$ cat src/rtl/mc_ctrl_pkg.sv
// Shared constants and types for the multi-cycle MIPS-subset control unit.
// Holds opcode/funct codes, ALU operation codes, state encodings and mux selects.
package mc_ctrl_pkg;

    localparam logic [5:0] OP_RTYPE = 6'h00;
    localparam logic [5:0] OP_J     = 6'h02;
    localparam logic [5:0] OP_JAL   = 6'h03;
    localparam logic [5:0] OP_BEQ   = 6'h04;
    localparam logic [5:0] OP_BNE   = 6'h05;
    localparam logic [5:0] OP_ADDI  = 6'h08;
    localparam logic [5:0] OP_ORI   = 6'h0D;
    localparam logic [5:0] OP_LUI   = 6'h0F;
    localparam logic [5:0] OP_LW    = 6'h23;
    localparam logic [5:0] OP_SW    = 6'h2B;

    localparam logic [5:0] FN_JR    = 6'h08;
    localparam logic [5:0] FN_ADD   = 6'h20;
    localparam logic [5:0] FN_ADDU  = 6'h21;
    localparam logic [5:0] FN_SUB   = 6'h22;
    localparam logic [5:0] FN_SUBU  = 6'h23;
    localparam logic [5:0] FN_AND   = 6'h24;
    localparam logic [5:0] FN_OR    = 6'h25;
    localparam logic [5:0] FN_SLT   = 6'h2A;
    localparam logic [5:0] FN_SLTU  = 6'h2B;

    localparam logic [2:0] ALU_ADD  = 3'd0;
    localparam logic [2:0] ALU_SUB  = 3'd1;
    localparam logic [2:0] ALU_AND  = 3'd2;
    localparam logic [2:0] ALU_OR   = 3'd3;
    localparam logic [2:0] ALU_SLT  = 3'd4;
    localparam logic [2:0] ALU_SLTU = 3'd5;
    localparam logic [2:0] ALU_NOP  = 3'd7;

    localparam logic [1:0] SRCB_REG    = 2'd0;
    localparam logic [1:0] SRCB_FOUR   = 2'd1;
    localparam logic [1:0] SRCB_IMM    = 2'd2;
    localparam logic [1:0] SRCB_IMM_SH = 2'd3;

    localparam logic [1:0] DST_RT  = 2'd0;
    localparam logic [1:0] DST_RD  = 2'd1;
    localparam logic [1:0] DST_R31 = 2'd2;

    localparam logic [1:0] WB_ALUOUT = 2'd0;
    localparam logic [1:0] WB_MDR    = 2'd1;
    localparam logic [1:0] WB_PC     = 2'd2;
    localparam logic [1:0] WB_LUI    = 2'd3;

    localparam logic [1:0] PCS_ALU    = 2'd0;
    localparam logic [1:0] PCS_ALUOUT = 2'd1;
    localparam logic [1:0] PCS_JUMP   = 2'd2;
    localparam logic [1:0] PCS_REGA   = 2'd3;

    typedef enum logic [3:0] {
        S_FETCH    = 4'd0,
        S_DECODE   = 4'd1,
        S_MEM_ADDR = 4'd2,
        S_MEM_RD   = 4'd3,
        S_MEM_WB   = 4'd4,
        S_MEM_WR   = 4'd5,
        S_R_EXEC   = 4'd6,
        S_R_WB     = 4'd7,
        S_BRANCH   = 4'd8,
        S_JUMP     = 4'd9,
        S_I_EXEC   = 4'd10,
        S_I_WB     = 4'd11,
        S_JR       = 4'd12
    } state_t;

    typedef enum logic [2:0] {
        AM_ADD   = 3'd0,
        AM_SUB   = 3'd1,
        AM_OR    = 3'd2,
        AM_NOP   = 3'd3,
        AM_FUNCT = 3'd4
    } alu_mode_t;

    // Per-state control word; the *_fetch and br_* bits are qualified by
    // mem_ready / zero outside the register so they can react in-cycle.
    typedef struct packed {
        logic       pc_wr_fetch;
        logic       ir_wr_fetch;
        logic       pc_wr_uncond;
        logic       br_eq;
        logic       br_ne;
        logic       reg_write;
        logic       mem_read;
        logic       mem_write;
        logic       iord;
        logic       alu_src_a;
        logic [1:0] alu_src_b;
        logic [1:0] reg_dst;
        logic [1:0] mem_to_reg;
        logic [1:0] pc_source;
        logic       ext_op;
        alu_mode_t  alu_mode;
    } ctrl_t;

    function automatic ctrl_t ctrl_for(input state_t s, input logic [5:0] op);
        ctrl_t c;
        c = '0;
        c.alu_mode = AM_ADD;
        case (s)
            S_FETCH: begin
                c.mem_read    = 1'b1;
                c.alu_src_b   = SRCB_FOUR;
                c.pc_wr_fetch = 1'b1;
                c.ir_wr_fetch = 1'b1;
            end
            S_DECODE: begin
                c.alu_src_b = SRCB_IMM_SH;
                c.ext_op    = 1'b1;
            end
            S_MEM_ADDR: begin
                c.alu_src_a = 1'b1;
                c.alu_src_b = SRCB_IMM;
                c.ext_op    = 1'b1;
            end
            S_MEM_RD: begin
                c.mem_read = 1'b1;
                c.iord     = 1'b1;
            end
            S_MEM_WB: begin
                c.reg_write  = 1'b1;
                c.reg_dst    = DST_RT;
                c.mem_to_reg = WB_MDR;
            end
            S_MEM_WR: begin
                c.mem_write = 1'b1;
                c.iord      = 1'b1;
            end
            S_R_EXEC: begin
                c.alu_src_a = 1'b1;
                c.alu_src_b = SRCB_REG;
                c.alu_mode  = AM_FUNCT;
            end
            S_R_WB: begin
                c.reg_write  = 1'b1;
                c.reg_dst    = DST_RD;
                c.mem_to_reg = WB_ALUOUT;
            end
            S_BRANCH: begin
                c.alu_src_a = 1'b1;
                c.alu_src_b = SRCB_REG;
                c.alu_mode  = AM_SUB;
                c.pc_source = PCS_ALUOUT;
                c.br_eq     = (op == OP_BEQ);
                c.br_ne     = (op == OP_BNE);
            end
            S_JUMP: begin
                c.pc_source    = PCS_JUMP;
                c.pc_wr_uncond = 1'b1;
                if (op == OP_JAL) begin
                    c.reg_write  = 1'b1;
                    c.reg_dst    = DST_R31;
                    c.mem_to_reg = WB_PC;
                end
            end
            S_JR: begin
                c.pc_source    = PCS_REGA;
                c.pc_wr_uncond = 1'b1;
            end
            S_I_EXEC: begin
                c.alu_src_a = 1'b1;
                c.alu_src_b = SRCB_IMM;
                c.ext_op    = (op == OP_ADDI);
                if (op == OP_ORI)
                    c.alu_mode = AM_OR;
                else if (op == OP_LUI)
                    c.alu_mode = AM_NOP;
            end
            S_I_WB: begin
                c.reg_write  = 1'b1;
                c.reg_dst    = DST_RT;
                c.mem_to_reg = (op == OP_LUI) ? WB_LUI : WB_ALUOUT;
            end
            default: c = '0;
        endcase
        return c;
    endfunction

endpackage

$ cat src/rtl/mc_alu_dec.sv
// Combinational ALU control decode: maps the FSM's ALU mode and the funct
// field to an ALU operation, flagging functs the datapath cannot execute.
module mc_alu_dec
    import mc_ctrl_pkg::*;
#(
    parameter int ALU_OP_W = 3
) (
    input  alu_mode_t            i_mode,
    input  logic [5:0]           i_funct,
    output logic [ALU_OP_W-1:0]  o_alu_ctrl,
    output logic                 o_bad_funct
);

    logic [2:0] w_code;

    always_comb begin
        w_code      = ALU_ADD;
        o_bad_funct = 1'b0;
        case (i_mode)
            AM_ADD: w_code = ALU_ADD;
            AM_SUB: w_code = ALU_SUB;
            AM_OR:  w_code = ALU_OR;
            AM_NOP: w_code = ALU_NOP;
            AM_FUNCT: begin
                case (i_funct)
                    FN_ADD, FN_ADDU: w_code = ALU_ADD;
                    FN_SUB, FN_SUBU: w_code = ALU_SUB;
                    FN_AND:          w_code = ALU_AND;
                    FN_OR:           w_code = ALU_OR;
                    FN_SLT:          w_code = ALU_SLT;
                    FN_SLTU:         w_code = ALU_SLTU;
                    default: begin
                        w_code      = ALU_NOP;
                        o_bad_funct = 1'b1;
                    end
                endcase
            end
            default: w_code = ALU_ADD;
        endcase
    end

    assign o_alu_ctrl = ALU_OP_W'(w_code);

endmodule

$ cat src/rtl/mc_ctrl.sv
// Multi-cycle control FSM with registered per-state control word, memory
// wait-state counter with optional timeout, and illegal-instruction pulse.
module mc_ctrl
    import mc_ctrl_pkg::*;
#(
    parameter int ALU_OP_W    = 3,
    parameter int MEM_TIMEOUT = 0
) (
    input  logic                clk,
    input  logic                rst,
    input  logic [5:0]          instr_op,
    input  logic [5:0]          funct,
    input  logic                zero,
    input  logic                mem_ready,
    output logic                pc_write,
    output logic                ir_write,
    output logic                reg_write,
    output logic                mem_read,
    output logic                mem_write,
    output logic                iord,
    output logic                alu_src_a,
    output logic [1:0]          alu_src_b,
    output logic [1:0]          reg_dst,
    output logic [1:0]          mem_to_reg,
    output logic [1:0]          pc_source,
    output logic                ext_op,
    output logic [ALU_OP_W-1:0] alu_ctrl,
    output logic [3:0]          state,
    output logic                illegal
);

    localparam int CNT_W = (MEM_TIMEOUT > 1) ? $clog2(MEM_TIMEOUT) : 1;
    localparam logic [CNT_W-1:0] CNT_LAST = (MEM_TIMEOUT > 0) ? CNT_W'(MEM_TIMEOUT - 1) : '0;

    state_t           r_state;
    state_t           w_next;
    ctrl_t            r_ctrl;
    ctrl_t            w_ctrl;
    logic             r_illegal;
    logic             w_illegal_nxt;
    logic [CNT_W-1:0] r_wait_cnt;
    logic [CNT_W-1:0] w_wait_nxt;
    logic             w_waiting;
    logic             w_timeout;
    logic             w_bad_funct;

    assign w_waiting = ~mem_ready &
                       ((r_state == S_FETCH) || (r_state == S_MEM_RD) || (r_state == S_MEM_WR));
    assign w_timeout = (MEM_TIMEOUT > 0) && w_waiting && (r_wait_cnt == CNT_LAST);

    // Reset drives the FETCH control word straight through so the outputs
    // are defined before the first clock edge has loaded r_ctrl.
    assign w_ctrl = rst ? ctrl_for(S_FETCH, instr_op) : r_ctrl;

    mc_alu_dec #(
        .ALU_OP_W (ALU_OP_W)
    ) u_alu_dec (
        .i_mode      (w_ctrl.alu_mode),
        .i_funct     (funct),
        .o_alu_ctrl  (alu_ctrl),
        .o_bad_funct (w_bad_funct)
    );

    always_comb begin
        w_next        = r_state;
        w_illegal_nxt = 1'b0;
        w_wait_nxt    = '0;
        if (w_timeout) begin
            w_next        = S_FETCH;
            w_illegal_nxt = 1'b1;
        end else if (w_waiting) begin
            w_wait_nxt = r_wait_cnt + CNT_W'(1);
        end else begin
            case (r_state)
                S_FETCH: w_next = S_DECODE;
                S_DECODE: begin
                    case (instr_op)
                        OP_LW, OP_SW:           w_next = S_MEM_ADDR;
                        OP_RTYPE:               w_next = (funct == FN_JR) ? S_JR : S_R_EXEC;
                        OP_BEQ, OP_BNE:         w_next = S_BRANCH;
                        OP_J, OP_JAL:           w_next = S_JUMP;
                        OP_ADDI, OP_ORI, OP_LUI: w_next = S_I_EXEC;
                        default: begin
                            w_next        = S_FETCH;
                            w_illegal_nxt = 1'b1;
                        end
                    endcase
                end
                S_MEM_ADDR: w_next = (instr_op == OP_LW) ? S_MEM_RD : S_MEM_WR;
                S_MEM_RD:   w_next = S_MEM_WB;
                S_R_EXEC: begin
                    if (w_bad_funct) begin
                        w_next        = S_FETCH;
                        w_illegal_nxt = 1'b1;
                    end else begin
                        w_next = S_R_WB;
                    end
                end
                S_I_EXEC: w_next = S_I_WB;
                default:  w_next = S_FETCH;
            endcase
        end
    end

    always_ff @(posedge clk) begin
        if (rst) begin
            r_state    <= S_FETCH;
            r_ctrl     <= ctrl_for(S_FETCH, '0);
            r_illegal  <= 1'b0;
            r_wait_cnt <= '0;
        end else begin
            r_state    <= w_next;
            r_ctrl     <= ctrl_for(w_next, instr_op);
            r_illegal  <= w_illegal_nxt;
            r_wait_cnt <= w_wait_nxt;
        end
    end

    assign pc_write   = ~rst & (w_ctrl.pc_wr_uncond |
                                (w_ctrl.pc_wr_fetch & mem_ready) |
                                (w_ctrl.br_eq & zero) |
                                (w_ctrl.br_ne & ~zero));
    assign ir_write   = ~rst & w_ctrl.ir_wr_fetch & mem_ready;
    assign reg_write  = w_ctrl.reg_write;
    assign mem_read   = w_ctrl.mem_read;
    assign mem_write  = w_ctrl.mem_write;
    assign iord       = w_ctrl.iord;
    assign alu_src_a  = w_ctrl.alu_src_a;
    assign alu_src_b  = w_ctrl.alu_src_b;
    assign reg_dst    = w_ctrl.reg_dst;
    assign mem_to_reg = w_ctrl.mem_to_reg;
    assign pc_source  = w_ctrl.pc_source;
    assign ext_op     = w_ctrl.ext_op;
    assign state      = rst ? S_FETCH : r_state;
    assign illegal    = ~rst & r_illegal;

endmodule

$ cat config.mk
export PLATFORM = sky130hd
export DESIGN_NAME = mc_ctrl
export DESIGN_NICKNAME = d
export VERILOG_FILES = /design/src/rtl/mc_ctrl_pkg.sv /design/src/rtl/mc_alu_dec.sv /design/src/rtl/mc_ctrl.sv
export SDC_FILE = /design/constraint.sdc
export NUM_CORES = 1
export LEC_CHECK = 0
export CAP_MARGIN = 20
export CORE_ASPECT_RATIO = 1.2
export CORE_UTILIZATION = 50
export DETAILED_ROUTE_END_ITERATION = 6
export PLACE_DENSITY = 0.84
export RECOVER_POWER = 50
export SETUP_SLACK_MARGIN = 0.05
export SLEW_MARGIN = 20
export SYNTH_ARGS = -nofsm -noshare
export SYNTH_HDL_FRONTEND = slang
export SYNTH_SLANG_ARGS = --single-unit
$ cat constraint.sdc
create_clock -name clk -period 3 [get_ports clk]
set_input_delay 0.3 -clock clk [delete_from_list [all_inputs] [get_ports clk]]
set_output_delay 0.3 -clock clk [all_outputs]
set_load 0.005 [all_outputs]
==> results of run 1 <==
==> layer usage <==
| metal | vias up | GRT usage | share of wire |
|---|---|---|---|
| met2 | 80 | 0.434 | 0.50 |
| met3 | 11 | 0.0466 | 0.075 |
| li1 | 886 | - | - |
| met4 | 0 | 0.100 | 0.023 |
| met1 | 821 | 0.287 | 0.40 |
| met5 | - | 0 | 0 |
==> registers in the layout, indices dropped and copies added (netlist names) <==
name	flops
r_state	4
r_ctrl	20
r_illegal	1
==> cell families after synthesis <==
| kind of cell | after synthesis |
|---|---|
| AO/OA/AOI/OAI | 61 |
| multiplexers | 2 |
| AND/OR/NAND/NOR | 114 |
| buffers and inverters | 19 |
| flip-flops | 25 |
| XOR/XNOR | 3 |
==> critical path: stages <==
cell and delay [ps]:
dlygate4sd3_1 670, nor3_1 230, a221oi_2 90, or4_1 600
a21o_1 270, or4_1 520, a21oi_1 160
==> per-stage QoR <==
step                instance area [um^2]   util  hold WS (ps)  setup slack (ps)  power [mW]
floorplan                           1730      -           463               823       0.416
global placement                    2180  0.652           627               286       0.463
detailed placement                  2180  0.652           630               240       0.465
CTS                                 2220  0.665           639               506       0.650
global route                        2210  0.663           684               161       0.676
finish                              2210  0.663           629               375       0.648
==> layout make-up <==
cell class,instances,share of cell area
sequential,25,0.226
inverter,4,0.00679
multi-input combinational,180,0.513
clock buffer,4,0.0204
timing repair buffer,50,0.213
tap,37,0.0209
==> power groups by stage <==
| stage | sequential [mW] | clock, mW | combinational (mW) |
|---|---|---|---|
| 2_1_floorplan | 0.346 | 0 | 0.0697 |
| 3_3_place_gp | 0.346 | 0 | 0.117 |
| 3_5_place_dp | 0.346 | 0 | 0.119 |
| 4_1_cts | 0.339 | 0.192 | 0.120 |
| 5_1_grt | 0.339 | 0.208 | 0.129 |
| 6_report | 0.339 | 0.192 | 0.117 |
==> synthesized netlist by cell type (all sizes together) (2+ instances only) <==
cell / instances
nor2: 20
or4: 3
nand2: 18
clkbuf: 9
o21a: 2
and2: 2
nand3: 8
nor2b: 22
xor2: 3
o21ai: 11
mux2i: 2
inv: 4
a2111oi: 2
buf: 6
o21bai: 3
nand2b: 7
o31ai: 2
a211o: 3
nand3b: 4
a21oi: 16
a31oi: 2
or3: 3
dfxtp: 25
or2: 6
a211oi: 4
nor4: 4
o211ai: 2
nor3b: 2
nor3: 9
a21o: 3
o311ai: 3
==> final timing paths <==
| path | end | cells after the start | start | slack, ps |
|---|---|---|---|---|
| setup / recovery | r_ctrl[3] | 7 | instr_op[0] | 380 |
| hold reg to reg | r_illegal | 2 | r_state[3] | 630 |
| setup reg to reg | r_ctrl[19] | 6 | r_ctrl[2] | 410 |
| hold / removal | r_illegal | 2 | r_state[3] | 630 |
==> flow_metrics.env, run 1 <==
export IMPL_diodes=0
export IMPL_ys_ff_latch=25
export IMPL_dr_pass1_iters=5
export IMPL_leakage_nw=0.840
export IMPL_cts_resized=0
export IMPL_ioPinCount=40
export IMPL_synth_xor_area_frac=0.0152
export IMPL_most_common_layout_cells="dfxtp_1, nor2b_1, clkdlybuf4s50_1"
export IMPL_wl_per_cell_um=14.3
export IMPL_ant_nets=0
export IMPL_power_internal_mw=0.486
export IMPL_hold_violations=0
export IMPL_layout_drive_gt1_share=0.110
export IMPL_netlist_area_um2=1730
export IMPL_synth_cells=224
export IMPL_vias_per_cell=5.99
export IMPL_crit_path_end_kind="register"
export IMPL_timing_final_crit_period_ps=2620
export IMPL_setup_viol=0
export IMPL_dp_hpwl_mm=3.28
export IMPL_crit_type="in2reg"
export IMPL_multiInputGateArea_um2=1130
export IMPL_finalMaxSlewViolations=0
export IMPL_pwr_share_comb=0.181
export IMPL_yosysWarnings=0
export IMPL_drcViolationCount=0
export IMPL_timing_setup_tns_ps=0
export IMPL_path_clk_slew_ps=80
export IMPL_slew_headroom=0.481
export IMPL_async_reset_ff_frac=0
export IMPL_swShare=0.251
export IMPL_grt_pass1_vias=1617
export IMPL_routed_wl_mm=4.30
export IMPL_synthTopCellsByArea="dfxtp_1, nor2b_1, a21oi_1, nor2_1, nand2_1"
export IMPL_start_util=0.519
export IMPL_ys_seq_area_frac=0.289
export IMPL_cts_tree="built"
export IMPL_tightest_slew_ps=778
export IMPL_clockRootBuffer="clkbuf_8"
export IMPL_rows=23
export IMPL_seqCellArea_um2=500
export IMPL_synth_area_leader_cell="dfxtp_1"
export IMPL_die_area_um2=3710
export IMPL_hold_buffers=0
export IMPL_synth_distinct_cells=53
export IMPL_synth_compound_area_frac=0.256
export IMPL_die_x_um=55.7
export IMPL_max_freq_mhz=381
export IMPL_die_h_um=66.5
export IMPL_synth_adder_area_share=0
export IMPL_yosys_mux_area_fraction=0.0116
export IMPL_cts_buffer_depth=2
export IMPL_p_seq_frac=0.522
export IMPL_synth_main_ff_cell="dfxtp_1"
export IMPL_switchingPower_mw=0.162
export IMPL_cap_viol_max_count=0
export IMPL_cts_sinks=25
export IMPL_fill_cells=287
export IMPL_dp_cells=296
export IMPL_synth_edff_count=0
export IMPL_ir_drop_mv=0.257
export IMPL_clock_power_share=0.296
export IMPL_gp_congestion=0.927
export IMPL_skew_ps=5.45
export IMPL_overflow=0
export IMPL_grt_pass1_wl_mm=7.24
export IMPL_antenna_found_initial=0
export IMPL_core_area_um2=3340
export IMPL_clock_latency_ps=270
export IMPL_synth_simple_area_share=0.375
export IMPL_stdcell_count=300
export IMPL_cp_max_fo=11
export IMPL_status="complete, no violations"
export IMPL_cp_start_kind="primary input"
export IMPL_critPathRequiredTime_ps=3200
export IMPL_syn_to_final_growth_pct=27.7
export IMPL_htreeDepth=1
export IMPL_numCtsBuffers=3
export IMPL_cp_arrival_ps=2820
export IMPL_syn_avg_cell_area_um2=7.74
export IMPL_numPortBuffers=39
export IMPL_p_per_area_nw_per_um2=293
export IMPL_cts_setup_buffers=0
export IMPL_vias=1798
export IMPL_track_usage=0.244
export IMPL_netlist_area_leader_share=0.289
export IMPL_period_share=0.875
export IMPL_rsz0062_at_grt="no"
export IMPL_synth_top_family_by_area="simple AND/OR/NAND/NOR gates"
export IMPL_final_common_cell="dfxtp_1"
export IMPL_holdCritPathClass="reg2reg"
export IMPL_grt_max_degree=45
export IMPL_synth_nets=240
export IMPL_first_iter_violations=95
export IMPL_nNetsFinal=280
Note: power is estimated with default switching activity, not from simulation.
==> run 2, diff against run 1 <==
==> constraint.sdc (replaced) <==
create_clock -name clk -period 3.3 [get_ports clk]
set_input_delay 0.33 -clock clk [delete_from_list [all_inputs] [get_ports clk]]
set_output_delay 0.33 -clock clk [all_outputs]
set_load 0.005 [all_outputs]
==> run 2 against run 1 <==
Effect of this change: sequential power shrank 8.6%; die area is the same; via count shrank 3.5%; critical path type unchanged; largest cell class unchanged; highest routed layer unchanged.
==> flow_metrics.env, run 2 (same netlist as run 1, synthesis figures left out) <==
export IMPL_status="complete, no violations"
export IMPL_nNetsFinal=272
export IMPL_cts_buffer_depth=2
export IMPL_p_seq_frac=0.524
export IMPL_cts_resized=0
export IMPL_cp_max_fo=15
export IMPL_timing_final_crit_period_ps=2880
export IMPL_cap_viol_max_count=0
export IMPL_slew_headroom=0.447
export IMPL_vias_per_cell=5.94
export IMPL_start_util=0.519
export IMPL_timing_setup_tns_ps=0
export IMPL_drcViolationCount=0
export IMPL_grt_pass1_wl_mm=7.16
export IMPL_finalMaxSlewViolations=0
export IMPL_dr_pass1_iters=4
export IMPL_first_iter_violations=128
export IMPL_numCtsBuffers=3
export IMPL_crit_path_end_kind="register"
export IMPL_cts_tree="built"
export IMPL_clockRootBuffer="clkbuf_8"
export IMPL_antenna_found_initial=0
export IMPL_swShare=0.261
export IMPL_diodes=0
export IMPL_worstHoldEndpoint="r_illegal"
export IMPL_die_x_um=55.7
export IMPL_layout_drive_gt1_share=0.0784
export IMPL_reg2reg_from="r_state[0]"
export IMPL_clock_power_share=0.308
export IMPL_cts_setup_buffers=0
export IMPL_overflow=0
export IMPL_pwr_share_comb=0.168
export IMPL_hold_violations=0
export IMPL_path_clk_slew_ps=80
export IMPL_hold_buffers=0
export IMPL_cp_start_kind="primary input"
export IMPL_numPortBuffers=39
export IMPL_rsz0062_at_grt="no"
export IMPL_top_regs="r_ctrl: 20 flops, r_state: 4 flops, r_illegal: 1 flops"
export IMPL_ioPinCount=40
export IMPL_tightest_slew_ps=830
export IMPL_holdCritPathClass="reg2reg"
export IMPL_final_common_cell="dfxtp_1"
export IMPL_reg2reg_to="r_ctrl[18]"
export IMPL_core_area_um2=3340
export IMPL_leakage_nw=0.792
export IMPL_worst_r2r_path_depth=6
export IMPL_critPathRequiredTime_ps=3470
export IMPL_ir_drop_mv=0.283
export IMPL_p_per_area_nw_per_um2=275
export IMPL_routed_wl_mm=4.34
export IMPL_max_freq_mhz=347
export IMPL_die_area_um2=3710
export IMPL_syn_to_final_growth_pct=23.8
export IMPL_wl_per_cell_um=14.8
export IMPL_grt_max_degree=29
export IMPL_power_internal_mw=0.437
export IMPL_htreeDepth=1
export IMPL_rows=23
export IMPL_clock_latency_ps=270
export IMPL_setup_viol=0
export IMPL_reg2reg_slack_ps=710
export IMPL_crit_type="in2reg"
export IMPL_dp_hpwl_mm=3.21
export IMPL_largest_register="r_ctrl"
export IMPL_min_from="r_state[3]"
export IMPL_hold_depth=2
export IMPL_switchingPower_mw=0.154
export IMPL_ant_nets=0
export IMPL_grt_pass1_vias=1532
export IMPL_skew_ps=1.28
export IMPL_vias=1735
export IMPL_p_total_mw=0.591
export IMPL_period_share=0.873
export IMPL_largest_reg_flops=20
export IMPL_cp_arrival_ps=3050
export IMPL_gp_congestion=0.959
export IMPL_most_common_layout_cells="dfxtp_1, nor2b_1, clkdlybuf4s50_1"
export IMPL_die_h_um=66.5
export IMPL_cts_sinks=25
export IMPL_track_usage=0.243
[run 2: area by class of cell]
class                           count  area [um^2]
Fill cell                         284         1190
Multi-Input combinational cell    180         1130
Sequential cell                    25          500
Timing Repair Buffer               42          409
Tap cell                           37         46.3
Clock buffer                        4         45.0
Inverter                            4         15.0
[run 2: through the flow]
stage / area [um^2] / hold WS [ps] / setup WS (ps) / std cells / utilization
2_1_floorplan: 1730 / 493 / 1090 / 224 / -
3_3_place_gp: 2120 / 612 / 412 / 288 / 0.634
3_5_place_dp: 2120 / 613 / 400 / 288 / 0.634
4_1_cts: 2160 / 622 / 692 / 292 / 0.647
5_1_grt: 2150 / 671 / 245 / 292 / 0.643
6_report: 2150 / 610 / 420 / 292 / 0.643
[run 2: routing by layer]
metal,up-vias,wire [um],track usage
li1,871,-,-
met1,791,1940,0.322
met2,63,2140,0.419
met3,10,200,0.0252
met4,0,55,0.0719
met5,-,0,0
[run 2: power groups by stage]
| stage | clock, mW | combinational [mW] | sequential [mW] |
|---|---|---|---|
| after floorplan | 0 | 0.0634 | 0.315 |
| after global placement | 0 | 0.100 | 0.317 |
| after detailed placement | 0 | 0.101 | 0.317 |
| after CTS | 0.183 | 0.101 | 0.310 |
| after global routing | 0.197 | 0.108 | 0.311 |
| final | 0.182 | 0.0991 | 0.310 |
[run 2: critical path, cell delays in order]
cell and delay (ps):
dlygate4sd3_1 710, or4b_4 580, o311ai_0 450, a32o_2 310
a21o_1 190, nand3_2 100, a2111oi_2 360
[run 2: worst max-delay path by stage]
stage,start,to,cells after the start
2_1_floorplan,instr_op[3],r_ctrl[13],8
3_3_place_gp,instr_op[2],r_ctrl[13],7
3_5_place_dp,instr_op[2],r_ctrl[6],7
4_1_cts,instr_op[2],r_ctrl[6],7
5_1_grt,instr_op[2],r_ctrl[13],7
6_report,instr_op[2],r_ctrl[13],7
==> patch, RTL diff (flow settings as in run 1) <==
`ALU_OP_W` is set to 3 in 2 places; all go to 6.
--- a/src/rtl/mc_alu_dec.sv
+++ b/src/rtl/mc_alu_dec.sv
@@ -3,7 +3,7 @@
 module mc_alu_dec
     import mc_ctrl_pkg::*;
 #(
-    parameter int ALU_OP_W = 3
+    parameter int ALU_OP_W = 6
 ) (
     input  alu_mode_t            i_mode,
     input  logic [5:0]           i_funct,
--- a/src/rtl/mc_ctrl.sv
+++ b/src/rtl/mc_ctrl.sv
@@ -3,7 +3,7 @@
 module mc_ctrl
     import mc_ctrl_pkg::*;
 #(
-    parameter int ALU_OP_W    = 3,
+    parameter int ALU_OP_W    = 6,
     parameter int MEM_TIMEOUT = 0
 ) (
     input  logic                clk,
Ports: changed (resized alu_ctrl); port bits go from 40 to 43. No check against the original RTL was run, so the function may have changed too.
==> patch against run 1 <==
Synthesized cell count grew 1.8%. Utilization about the same. Critical path depth up 1. Wire length shrank 0.70%. Sequential share of layout area about the same. Final cell count grew 0.67%. Critical path type unchanged. Area after synthesis grew 1.5%. Highest routed layer unchanged. Worst setup slack improved by 0.012 ns. Sequential power is essentially flat. Sequential cell count did not move. Design area hardly changed. Power down 0.29%. Register-to-register slack better by 0.02 ns.
==> patch: results (changes against run 1) <==
status completed; DRT iter0 DRCs 73 (-23%); fraction of area in non-clock buffers 0.207 (-0.00521); met1 global-route usage 0.292 (+0.00437); crit-path max FO 8 (-3); Critical Path AT 2.81 ns (about the same); first-pass GRT wire length 7110 um (-1.7%); worst-margin pin slew 0.788 ns (+0.00964 ns); top post-synthesis cells by area dfxtp_1, nor2b_1, a21oi_1; grt met2 use 0.429 (-0.00516); Synth cell types 55 (+3.8%); number of fill cells 299 (+4.2%); Clock-cell share 0.0209 (+0.000554); Worst VDD drop 253 uV (-1.5%); multi-input combinational area share 0.518 (+0.00480); flop2flop setup slack 0.43 ns (+0.02 ns); drt total wl 4270 um (-0.70%); GRT Resource Usage Total 0.241 (-0.00282); nonclk buf count 49 (-2.0%); pwr/cell area 292 nW/um^2 (-0.35%); gpl congestion 0.912 (-1.6%); WL met2 2190 um (+1.8%); vias in the first global route 1,590 (-1.7%); DP HPWL 3290 um (+0.45%); Worst Skew 0.00760 ns (+0.00215 ns); sequential share of the synthesized area 0.284 (-0.00431); Static Leak 0.843 nW (+0.41%); M3 GR Usage 0.0408 (-0.00583); layout cell share with drive strength beyond 1 0.106 (-0.00461)
==> patch: cell families (layout without fill, tap and decap cells) <==
group,Yosys count,count (layout),synth area share
AOI/OAI and AO/OA,61,61,0.252
xor gates and xnor gates,3,3,0.0149
buffers and inverters,22,57,0.0647
DFF,25,25,0.284
muxes,2,2,0.0114
other,1,3,0.00213
and+or+nand+nor,114,114,0.370
==> patch: power breakdown <==
group / switching, W / leakage [nW] / internal (W)
sequential: 0.00000194 / 0.203 / 0.000337
clock: 0.0000968 / 0.0255 / 0.0000927
combinational: 0.0000650 / 0.615 / 0.0000531
==> patch: per-stage QoR <==
stage / total power, W / worst slack, ns / util / cells / hold slack, ns
detailed placement: 0.000467 / 0.252 / 0.653 / 298 / 0.642
floorplan: 0.000420 / 0.823 / - / 230 / 0.463
CTS: 0.000655 / 0.514 / 0.667 / 302 / 0.657
global route: 0.000680 / 0.245 / 0.663 / 302 / 0.677
finish: 0.000646 / 0.388 / 0.663 / 302 / 0.645
global placement: 0.000464 / 0.283 / 0.653 / 298 / 0.632
